===== src/rtl/mc_alu.sv =====
// Multi-cycle execute-stage ALU: single-cycle logic/add/shift ops plus an iterative shift-add MUL.
// Define MC_ALU_MUL_EN to build the multiplier; without it code 101 completes in one cycle with zero.
module mc_alu #(
  parameter int WIDTH = 32
) (
  input  logic             clk_i,
  input  logic             rst_i,
  input  logic             start_i,
  input  logic [2:0]       ALUCtrl_i,
  input  logic [WIDTH-1:0] data1_i,
  input  logic [WIDTH-1:0] data2_i,
  output logic             busy_o,
  output logic             done_o,
  output logic [WIDTH-1:0] data_o,
  output logic             zero_o
);

  localparam int SHW = (WIDTH > 1) ? $clog2(WIDTH) : 1;
  localparam logic [2:0] OP_MUL = 3'b101;

  logic [SHW-1:0]   shamt;
  logic [WIDTH-1:0] alu_result;
  logic             accept;
  logic             complete;
  logic [WIDTH-1:0] result_next;

  assign shamt  = data2_i[SHW-1:0];
  assign accept = start_i && !busy_o;

  always_comb begin
    alu_result = '0;
    case (ALUCtrl_i)
      3'b000:  alu_result = data1_i & data2_i;
      3'b001:  alu_result = data1_i ^ data2_i;
      3'b010:  alu_result = data1_i << shamt;
      3'b011:  alu_result = data1_i + data2_i;
      3'b100:  alu_result = data1_i - data2_i;
      3'b110:  alu_result = data1_i + data2_i;
      3'b111:  alu_result = $signed(data1_i) >>> shamt;
      default: alu_result = '0;
    endcase
  end

`ifdef MC_ALU_MUL_EN
  localparam int CW = $clog2(WIDTH + 1);

  typedef enum logic {IDLE, MUL} state_t;

  state_t           state;
  state_t           state_next;
  logic [CW-1:0]    count;
  logic [WIDTH-1:0] mcand;
  logic [WIDTH-1:0] mplier;
  logic [WIDTH-1:0] acc;
  logic [WIDTH-1:0] acc_sum;
  logic             last_step;

  assign acc_sum   = acc + (mplier[0] ? mcand : '0);
  assign last_step = (state == MUL) && (count == CW'(1));

  always_ff @(posedge clk_i or negedge rst_i) begin
    if (!rst_i) state <= IDLE;
    else        state <= state_next;
  end

  always_comb begin
    state_next = state;
    case (state)
      IDLE:    if (accept && ALUCtrl_i == OP_MUL) state_next = MUL;
      MUL:     if (last_step) state_next = IDLE;
      default: state_next = IDLE;
    endcase
  end

  always_comb begin
    busy_o = (state == MUL);
  end

  // Shift-add engine: one multiplier bit consumed per MUL cycle.
  always_ff @(posedge clk_i or negedge rst_i) begin
    if (!rst_i) begin
      count  <= '0;
      mcand  <= '0;
      mplier <= '0;
      acc    <= '0;
    end else if (accept && ALUCtrl_i == OP_MUL) begin
      count  <= CW'(WIDTH);
      mcand  <= data1_i;
      mplier <= data2_i;
      acc    <= '0;
    end else if (state == MUL) begin
      acc    <= acc_sum;
      mcand  <= mcand << 1;
      mplier <= mplier >> 1;
      count  <= count - CW'(1);
    end
  end

  assign complete    = (accept && ALUCtrl_i != OP_MUL) || last_step;
  assign result_next = last_step ? acc_sum : alu_result;
`else
  always_comb begin
    busy_o = 1'b0;
  end

  assign complete    = accept;
  assign result_next = alu_result;
`endif

  always_ff @(posedge clk_i or negedge rst_i) begin
    if (!rst_i) begin
      done_o <= 1'b0;
      data_o <= '0;
      zero_o <= 1'b1;
    end else begin
      done_o <= complete;
      if (complete) begin
        data_o <= result_next;
        zero_o <= (result_next == '0);
      end
    end
  end

endmodule


===== config.mk =====
export PLATFORM = sky130hd
export DESIGN_NAME = mc_alu
export DESIGN_NICKNAME = d
export VERILOG_FILES = /design/src/rtl/mc_alu.sv
export SDC_FILE = /design/constraint.sdc
export NUM_CORES = 1
export LEC_CHECK = 0
export CAP_MARGIN = 10
export CORE_AREA = 2 2 127 129
export CTS_CLUSTER_DIAMETER = 100
export DETAILED_ROUTE_END_ITERATION = 7
export DIE_AREA = 0 0 129 131
export PLACE_DENSITY = 0.87
export SLEW_MARGIN = 30
export SYNTH_ARGS = -nofsm -noshare
export SYNTH_HDL_FRONTEND = slang
export SYNTH_SLANG_ARGS = --single-unit

===== constraint.sdc =====
create_clock -name clk_i -period 0.9 [get_ports clk_i]
set_input_delay 0.09 -clock clk_i [delete_from_list [all_inputs] [get_ports clk_i]]
set_output_delay 0.09 -clock clk_i [all_outputs]
set_load 0.1 [all_outputs]

==> flow_summary.toml, run 1 <==
[synth]
synth_edf_count = 0
synth_top_area_cell = "mux2i_1"
netlist_instances = 1145
ys_async_sr_fraction_pct = 100.0
synthMostInstantiatedCell = "nor2_1"
synth_seq_cells = 34
synthesis.area_mm2 = 0.009045
synth_nets = 1286
synth_cell_types = 74
synthTopCellsByArea = "mux2i_1 12%, ha_1 9.7%, dfrtp_1 9.1%"
synth_top_area_share_pct = 12.39
avgSynthCellArea_um2 = 7.899
yosys-top-cells-count = "117 x nor2_1, 112 x mux2i_1, 99 x nand2_1, 89 x a21oi_1, 70 x ha_1"
yosysSeqAreaShare_pct = 9.420
synth-main-ff-cell = "dfrtp_1"
yosysWarningCount = 0

[run_status]
error_line = "[ERROR DPL-0038] Utilization greater than 100%, impossible to legalize"
status = "did not finish"
lastStage = "clock tree synthesis"

[clocking]
post-cts-setup-buffers = 85
cts.htree.levels = 2
root_buffer = "clkbuf_16"
cts_sinks = 34
holdBufCountCts = 0
clockBufferDepth = 2
cts_buffers = 5
ctsResizeCount = 301

[placement]
gp_congestion = 1.289
place.port_buffers = 103
postPlaceCellArea_mm2 = 0.01402
dpl.hpwl_um = 41370

[floorplanning]
io_pins = 105
rows = 46
die_y_um = 131
die_w_um = 129
start_util_pct = 57.99
-- kinds of logic after synthesis --
kind of cell	count (synthesis)	share of synthesized area (%)
AND/OR/NAND/NOR	366	18.97
adder cells (fa/ha/maj)	71	9.905
AO/OA/AOI/OAI	323	23.52
flip-flops	34	9.420
buffers and inverters	113	5.478
XOR/XNOR	47	4.551
other	1	0.04146
multiplexers	190	28.12
-- per-stage QoR --
step	hold WS (ps)	std cells	setup WS, ps	utilization, %
after detailed placement	369.3	1809	-4308	89.86
after global placement	355.6	1809	-4043	89.86
after floorplan	-205.6	1145	-3647	-
==> run 2: changes to the inputs <==
--- a/config.mk
+++ b/config.mk
@@ -6,11 +6,10 @@
 export NUM_CORES = 1
 export LEC_CHECK = 0
 export CAP_MARGIN = 10
-export CORE_AREA = 2 2 127 129
-export CTS_CLUSTER_DIAMETER = 100
+export CORE_AREA = 2 2 154 156
 export DETAILED_ROUTE_END_ITERATION = 7
-export DIE_AREA = 0 0 129 131
-export PLACE_DENSITY = 0.87
+export DIE_AREA = 0 0 156 158
+export PLACE_DENSITY_LB_ADDON = 0.15
 export SLEW_MARGIN = 30
 export SYNTH_ARGS = -nofsm -noshare
 export SYNTH_HDL_FRONTEND = slang
==> run 2 against run 1 <==
  * The flow now finishes, with violations (setup timing)
  * Area after synthesis did not move
  * Synthesized cell count unchanged
==> flow_summary.toml, run 2 <==
[synth]
netlist_instances = 1145
synth_xor_area_share_pct = 4.551
synth_seq_cells = 34
yosysWarningCount = 0
yosysSeqAreaShare_pct = 9.420
synth_top_area_share_pct = 12.39
yosys.area_share.adder_pct = 9.905
avgSynthCellArea_um2 = 7.899
synthesis.area_mm2 = 0.009045
synth_top_area_cell = "mux2i_1"
synth_nets = 1286
synth_edf_count = 0
ys_async_sr_fraction_pct = 100.0
synth_top_family_by_area = "multiplexers"
yosys-top-cells-count = "117 x nor2_1, 112 x mux2i_1, 99 x nand2_1, 89 x a21oi_1, 70 x ha_1"
synthTopCellsByArea = "mux2i_1 12%, ha_1 9.7%, dfrtp_1 9.1%"
synthSimpleGateAreaFrac_pct = 18.97
synthMuxAreaShare_pct = 28.12
synthMostInstantiatedCell = "nor2_1"
synth-main-ff-cell = "dfrtp_1"
synth-compound-area-share_pct = 23.52
synth_cell_types = 74

[clocking]
cts_sinks = 34
root_buffer = "clkbuf_16"
clockBufferDepth = 2
clock_latency_ps = 280
holdBufCountCts = 0
cts_buffers = 5
path_clk_slew_ps = 50
cts_tree = "built"
cts.htree.levels = 2

[layout]
finalNonFillerCells = 2007
antenna_cells = 0
syn_to_final_growth_pct = 85.02
nNetsFinal = 1857
top_register = "data_o"
final_cell_mix = "458 x buf_4, 107 x mux2i_1, 105 x nor2_1"
layout-drive-gt1-share_pct = 53.81
stdcell_area_mm2 = 0.01673
top_regs = "data_o (32), done_o (1), zero_o (1)"
layout_commonest_cell = "buf_4"
largest_register_ffs = 32

[routing]
drt_iter0_drc = 1332
drt-vias-per-instance = 6.290
wl_per_cell_um = 25.96
routed_wl_um = 52100
vias = 12630
postRouteAntennaNets = 0
drc = 0
dr.pass1.iters = 6

[power_and_ir_drop]
vdd_drop_max_mv = 1.130
powerDensity_mw_per_mm2 = 1286
total_power_uw = 21520
leakage_uw = 0.007458

[timing]
fin_ws_ps = -3633
min_period_ps = 4533
tns_ps = -85060
hold_ws_ps = 184.0
post-route-period-util_pct = 503.6
tightestPinTransition_ps = 992.5
hold_violations = 0
finalSetupViolCount = 67
fin_skew_ps = 0
rsz0062_at_grt = "yes"
max_freq_mhz = 220.6
drv_slew = 0
relSlewSlack_pct = 32.12

[worst_setup_path]
arrival_ps = 4730
end_kind = "flop"
path_class = "in2reg"
cp.required_ps = 1100
crit_buf_inv = 7
r2r_slack_ps = 50
slowest_delay_ps = 530
crit_path_top_delay_cell = "or4_1"
cp_top_family = "simple AND/OR/NAND/NOR gates"
critPathLaunchType = "input port"
crit_chain = "buf_12 -> or2_4 -> nor3_4 -> nand3b_1 -> nor3_4 -> buf_6 -> buf_6 -> nor2_2 -> xnor2_1 -> ha_2 -> buf_6 -> nand4_1 -> buf_4 -> buf_4 -> buf_4 -> nor3_1 -> a22o_1 -> nor3_2 -> o21ai_2 -> xor2_1 -> a2111oi_2 -> nand4_1 -> or4_1 -> o32ai_2"
critical_path.max_fanout = 3

[placement]
gp_congestion = 1.044
place.port_buffers = 103
dpl.hpwl_um = 39650
placedCellCount = 1917
postPlaceCellArea_mm2 = 0.01440

[global_routing]
grt_pass1_wl_um = 74180
antenna_found_initial = 0
grt_overflow = 0
grt_max_degree = 52
grt_pass1_vias = 12070
track_usage_pct = 40.33

[floorplanning]
start_util_pct = 39.24
dieArea_mm2 = 0.02465
core_area_mm2 = 0.02305
die_y_um = 158
io_pins = 105
die_w_um = 156
rows = 56

[run_status]
failed_checks = "setup timing"
status = "finished, violations left"

[flow_run]
cap_viol_max_count = 0

[hold_path]
hold_path_class = "in2async"
-- run 2: power breakdown --
group / internal (µW) / switching [µW] / total, µW / leakage, µW
logic: 8210 / 9450 / 17700 / 0.00702
registers: 1870 / 305 / 2180 / 0.000369
clock network: 1090 / 590 / 1680 / 0.0000739
-- run 2: per-layer routing --
metal	up-vias	wire length, µm	GRT usage (%)
met2	781	24130	67.89
li1	5553	-	-
met1	6107	19910	51.98
met3	184	5076	5.311
met4	0	2983	17.39
met5	-	0	0
-- run 2: cells by family (layout without fill, tap and decap cells) --
logic type	after synthesis	after routing
compound gates	323	323
flops	34	34
fa+ha+maj	71	71
other cells	1	1
simple gates	366	366
mux	190	190
xor+xnor	47	47
buf+inv	113	685
-- run 2: worst register-to-register path, delay by kind of cell (launching register included) --
family          cells  cell delay, ps
flops               1             420
buf+inv             1             140
simple gates        1             130
compound gates      1              40
-- run 2: repair_timing --
action | CTS | global route
buffers inserted | 56 | 36
pin swaps | 96 | 74
gates resized for setup | 281 | 90
cloned | 1 | 1
setup endpoints to repair | 67 | 67
-- run 2: cell type report --
type                    count  area (µm²)
multi-input cells         998        9236
clock inverters             1       5.005
repair buffers            652        5998
flip-flops and latches     34       893.4
inverters                  25       96.34
clock buffers               7       142.6
well taps                 290       362.8
fillers                  1732        6317
-- run 2: final timing paths --
| path | cells after the start | from | to |
|---|---|---|---|
| hold reg to reg | 2 | zero_o$_DFFE_PN1P_ | zero_o$_DFFE_PN1P_ |
| hold / removal | 2 | rst_i | data_o[5]$_DFFE_PN0P_ |
| min in group clk_i | 4 | start_i | data_o[11]$_DFFE_PN0P_ |
| max in group asynchronous | 2 | rst_i | zero_o$_DFFE_PN1P_ |
| setup reg to reg | 3 | data_o[5]$_DFFE_PN0P_ | data_o[5]$_DFFE_PN0P_ |
| setup / recovery | 24 | data2_i[2] | zero_o$_DFFE_PN1P_ |
-- run 2: per-stage QoR --
| stage | utilization (%) | setup WS, ps |
|---|---|---|
| 2_1_floorplan | - | -3647 |
| 3_3_place_gp | 62.47 | -4107 |
| 3_5_place_dp | 62.47 | -4190 |
| 4_1_cts | 69.57 | -3545 |
| 5_1_grt | 72.60 | -3774 |
| 6_report | 72.60 | -3633 |
(Power assumes the default switching activity.)
